`config.mk`:
```
export PLATFORM = sky130hd
export DESIGN_NAME = ir_cmd_decoder
export DESIGN_NICKNAME = d
export VERILOG_FILES = /design/src/rtl/ir_cmd_decoder.sv
export SDC_FILE = /design/constraint.sdc
export NUM_CORES = 1
export LEC_CHECK = 0
export BUFFER_PORTS_ARGS = -buffer_cell sky130_fd_sc_hd__buf_2
export CAP_MARGIN = 0
export CORE_MARGIN = 1
export CORE_UTILIZATION = 30
export CTS_BUF_LIST = sky130_fd_sc_hd__clkbuf_16
export DETAILED_ROUTE_END_ITERATION = 8
export RECOVER_POWER = 50
export SKIP_LAST_GASP = 1
export SYNTH_ARGS = -nofsm -noshare
export SYNTH_HDL_FRONTEND = slang
export SYNTH_SLANG_ARGS = --single-unit
```
`constraint.sdc`:
```
create_clock -name CLOCK_50 -period 3.1 [get_ports CLOCK_50]
set_clock_uncertainty 0.1 [all_clocks]
set_input_delay 0.155 -clock CLOCK_50 [delete_from_list [all_inputs] [get_ports CLOCK_50]]
set_output_delay 0.155 -clock CLOCK_50 [all_outputs]
set_load 0.1 [all_outputs]
```
`src/rtl/ir_cmd_decoder.sv`:
```
// Qualifies held NEC words from irReceiver and turns each new stable word into one action.
// Execute pulses appear STABLE_CYCLES clocks after the change is sampled; there is no backpressure.
module ir_cmd_decoder #(
  parameter int          STABLE_CYCLES = 1024,
  parameter logic [15:0] ADDR          = 16'h20DF,
  parameter logic [15:0] UP_CODE       = 16'h02FD,
  parameter logic [15:0] DOWN_CODE     = 16'h827D,
  parameter logic [15:0] LEFT_CODE     = 16'hE01F,
  parameter logic [15:0] RIGHT_CODE    = 16'h609F,
  parameter logic [15:0] START_CODE    = 16'h0000
) (
  input  logic        CLOCK_50,
  input  logic        reset_n,
  input  logic [31:0] word,
  input  logic        game_tick,
  input  logic        game_active,
  input  logic        dir_clear,
  output logic [1:0]  dir,
  output logic        start_pulse,
  output logic        dir_reject,
  output logic        cmd_err
);

  typedef enum logic [1:0] {WAIT, QUALIFY, LOCKED} state_t;

  localparam logic [15:0] LAST_CNT = 16'(STABLE_CYCLES - 1);

  state_t      state;
  logic [31:0] word_r;
  logic [15:0] stab_cnt;
  logic [1:0]  pend_dir;

  logic       execute;
  logic       addr_ok;
  logic       is_start;
  logic       is_dir;
  logic [1:0] new_dir;
  logic [1:0] ref_dir;
  logic       reversal;

  always_comb begin
    is_dir  = 1'b1;
    new_dir = 2'b11;
    if (word[15:0] == UP_CODE)         new_dir = 2'b00;
    else if (word[15:0] == DOWN_CODE)  new_dir = 2'b01;
    else if (word[15:0] == LEFT_CODE)  new_dir = 2'b10;
    else if (word[15:0] == RIGHT_CODE) new_dir = 2'b11;
    else                               is_dir  = 1'b0;
  end

  assign execute  = (state == QUALIFY) && (word == word_r) && (stab_cnt == LAST_CNT);
  assign addr_ok  = (word[31:16] == ADDR);
  assign is_start = (word[15:0] == START_CODE);
  // A tick in the same cycle commits pend_dir, so the reversal test must be against it.
  assign ref_dir  = game_tick ? pend_dir : dir;
  assign reversal = (new_dir == {ref_dir[1], ~ref_dir[0]});

  always_ff @(posedge CLOCK_50 or negedge reset_n) begin
    if (!reset_n) begin
      state       <= WAIT;
      word_r      <= '0;
      stab_cnt    <= '0;
      pend_dir    <= 2'b11;
      dir         <= 2'b11;
      start_pulse <= 1'b0;
      dir_reject  <= 1'b0;
      cmd_err     <= 1'b0;
    end else begin
      start_pulse <= 1'b0;
      dir_reject  <= 1'b0;
      cmd_err     <= 1'b0;
      word_r      <= word;

      if (word != word_r) begin
        stab_cnt <= '0;
        state    <= QUALIFY;
      end else if (state == QUALIFY && !execute) begin
        stab_cnt <= stab_cnt + 16'd1;
      end else if (execute) begin
        state <= LOCKED;
      end

      if (game_tick) dir <= pend_dir;

      if (execute) begin
        if (!addr_ok)        cmd_err     <= 1'b1;
        else if (is_start)   start_pulse <= 1'b1;
        else if (is_dir) begin
          if (game_active && !dir_clear) begin
            if (reversal) dir_reject <= 1'b1;
            else          pend_dir   <= new_dir;
          end
        end else             cmd_err     <= 1'b1;
      end

      // New game: direction clear wins over both the tick and any execute.
      if (dir_clear) begin
        dir      <= 2'b11;
        pend_dir <= 2'b11;
      end
    end
  end

endmodule

```
==> results.toml <==
[layout]
finalNonFillerCells = 420
areaGrowthSynthToFinish_pct = 36.0
layout-drive-gt1-share_pct = 9.52
n_fill_cell = 803
utilization_pct = 42.4
antenna_cells = 0
nets = 349

[global_route]
grt_pass1_vias = 2039
track_usage_pct = 14.7
grt_pass1_wl_mm = 9.82
grt_max_degree = 26
antenna_found_initial = 0
grt_overflow_total = 0

[setup_path]
crit_type = "input port to flop"
arrival_ps = 2670
path_max_fanout = 4
rrSetupSlack_ps = 720
crit_path_end_kind = "flop"
reg2reg_depth = 6
start_kind = "input port"
regToRegStartpoint = "stab_cnt[0]$_DFFE_PN0P_"
crit_path_start = "word[27]"
r2r-end = "stab_cnt[15]$_DFFE_PN0P_"
crit_required_ps = 3250

[synthesis]
syn_area_um2 = 2590
synth.distinct_cells = 37
synth-seq-cells = 57
synth_edf_count = 0
ys_seq_area_share_pct = 55.3
syn_nets = 266
netlist_instances = 228
synth_flop_cell = "dfrtp_1"
yosys_warnings = 0
syn_avg_cell_area_um2 = 11.3
async_reset_ff_share_pct = 100

[routing]
firstDrtPassIters = 5
met2WireLength_mm = 2.73
drt-total-wl_mm = 5.79
wl_met1_mm = 2.78
routed_via_density = 4.77
drc = 0
wl_per_cell_um = 13.8
top_layer_used = "met4"
drt_first_iter_violations = 116
drtAntennaViolNets = 0
vias = 2005
wl_met3_um = 142

[hold_path]
whs_path_depth = 2
hold_path.class = "input port to flop"
worstHoldEndpoint = "dir[1]$_DFF_PN1_"
hold_start = "dir_clear"

[clock_network]
htreeDepth = 3
cts_sinks = 57
path_clk_slew_ps = 50
cts.repair.resized = 0
cts_buffer_depth = 2
clk_root_buffer_cell = "clkbuf_16"
cts_buffers = 9
cts_tree = "built"
clk_latency_ps = 320

[timing]
setup-tns-final_ps = 0
setup_violations = 0
finalCritPeriodShare_pct = 81.1
finalHoldViolations = 0
period_minus_slack_ps = 2510
worst_pin_slew_ps = 1270
fmax_ghz = 0.398
drv_slew = 0
timing.slew.headroom_pct = 15.6
rsz0062_at_grt = "no"

[die]
coreArea_um2 = 8300
dieArea_um2 = 9000
boundaryPins = 42
initial_core_util_pct = 31.2
die_h_um = 94.9
row_count = 33
dieWidth_um = 94.9

[placement]
dp_cells = 371
portBuffers = 41
dp_hpwl_mm = 4.09
gp_congestion = 0.762

[pwr]
powerDensity_nw_per_um2 = 543
power.leakage_nw = 1.34
worst_ir_drop_vdd_uv = 257

[outcome]
outcome = "complete, no violations"

[flow_run]
maxCapViolCount = 0
[per-layer routing]
| metal | vias up | GRT usage (%) |
|---|---|---|
| met5 | - | 0 |
| met4 | 0 | 9.09 |
| met3 | 10 | 2.66 |
| met2 | 38 | 23.5 |
| met1 | 973 | 18.4 |
| li1 | 984 | - |
[flip-flops by register name (all words and copies together), names as in the netlist]
name	cells
cmd_err	1
dir	2
dir_reject	1
pend_dir	2
stab_cnt	16
start_pulse	1
state	2
word_r	32
[worst max-delay path by stage]
stage,endpoint,slack (ps),cells past startpoint
floorplan,pend_dir[0]$_DFFE_PN1P_,720,5
global placement,stab_cnt[13]$_DFFE_PN0P_,850,6
detailed placement,stab_cnt[13]$_DFFE_PN0P_,740,6
CTS,pend_dir[0]$_DFFE_PN1P_,620,8
global route,pend_dir[0]$_DFFE_PN1P_,340,8
finish,pend_dir[0]$_DFFE_PN1P_,590,8
[cell type report]
cell class / count / area (um2) / share of cell area, %
flip-flops and latches: 57 / 1430 / 40.7
repair buffers: 78 / 523 / 14.9
clock buffers: 9 / 225 / 6.40
multi-input cells: 163 / 1120 / 31.9
inverters: 2 / 7.51 / 0.213
well taps: 105 / 131 / 3.73
clock inverters: 6 / 76.3 / 2.17
[cell usage in the layout, fill, tap and decap left out, types with 8 or more instances in the layout]
cell / count
buf_2: 8
nor4_1: 8
clkbuf_16: 9
nand2_1: 12
dfrtp_1: 53
xor2_1: 9
nand4_1: 19
xnor2_1: 38
clkbuf_1: 34
dlygate4sd3_1: 34
nor2_1: 20
[kinds of logic after synthesis]
| family | share of synthesized area [%] |
|---|---|
| xor+xnor | 15.9 |
| buf+inv | 1.21 |
| mux | 1.16 |
| fa+ha+maj | 0.484 |
| simple gates | 21.3 |
| flops | 55.3 |
| compound gates | 4.55 |
[cells in the mapped netlist (2+ instances only)]
| cell | instances | area, um2 |
|---|---|---|
| a211oi_1 | 3 | 22.5 |
| and3_1 | 5 | 31.3 |
| dfstp_2 | 4 | 105 |
| or4_1 | 2 | 15.0 |
| inv_1 | 2 | 7.51 |
| a21oi_1 | 4 | 20.0 |
| dfrtp_1 | 53 | 1330 |
| nor4_1 | 8 | 50.1 |
| mux2i_1 | 3 | 30.0 |
| and4_1 | 4 | 35.0 |
| nand3_1 | 4 | 20.0 |
| nor3_1 | 5 | 25.0 |
| xnor2_1 | 38 | 333 |
| nor2_1 | 20 | 75.1 |
| clkbuf_1 | 4 | 15.0 |
| nand2b_1 | 3 | 18.8 |
| or3_1 | 5 | 31.3 |
| xor2_1 | 9 | 78.8 |
| nand2_1 | 12 | 45.0 |
| o21ai_0 | 5 | 25.0 |
| nand4_1 | 19 | 119 |
[per-stage QoR]
stage | setup WS, ps | cell area, um2 | hold WS [ps] | total power [mW]
after global placement | 851 | 2920 | 60.1 | 0.902
after floorplan | 721 | 2590 | -241 | 0.834
after CTS | 620 | 3560 | 22.0 | 1.95
after global routing | 340 | 3520 | 42.8 | 1.99
final | 586 | 3520 | 29.6 | 1.91
after detailed placement | 736 | 2920 | 66.2 | 0.904
[repair_timing]
| action | 4_1_cts | 5_1_grt |
|---|---|---|
| hold endpoints to repair | 55 | 0 |
| hold buffers | 34 | 0 |
| buffers inserted | 0 | 0 |
[power breakdown]
| part | switching [mW] | total (mW) | internal (mW) |
|---|---|---|---|
| clock | 0.308 | 0.994 | 0.686 |
| sequential | 0.00932 | 0.776 | 0.767 |
| combinational | 0.0693 | 0.142 | 0.0724 |
| total | 0.386 | 1.91 | 1.53 |
[worst max-delay path, cell delays in order]
cell and delay, ps:
dlygate4sd3_1 530, clkbuf_1 140, nor4b_1 330, nand2_1 100, nor3_1 420, nand4_1 270, or4_1 510, and3_1 190
No activity file was read; power rests on OpenSTA's default activity.
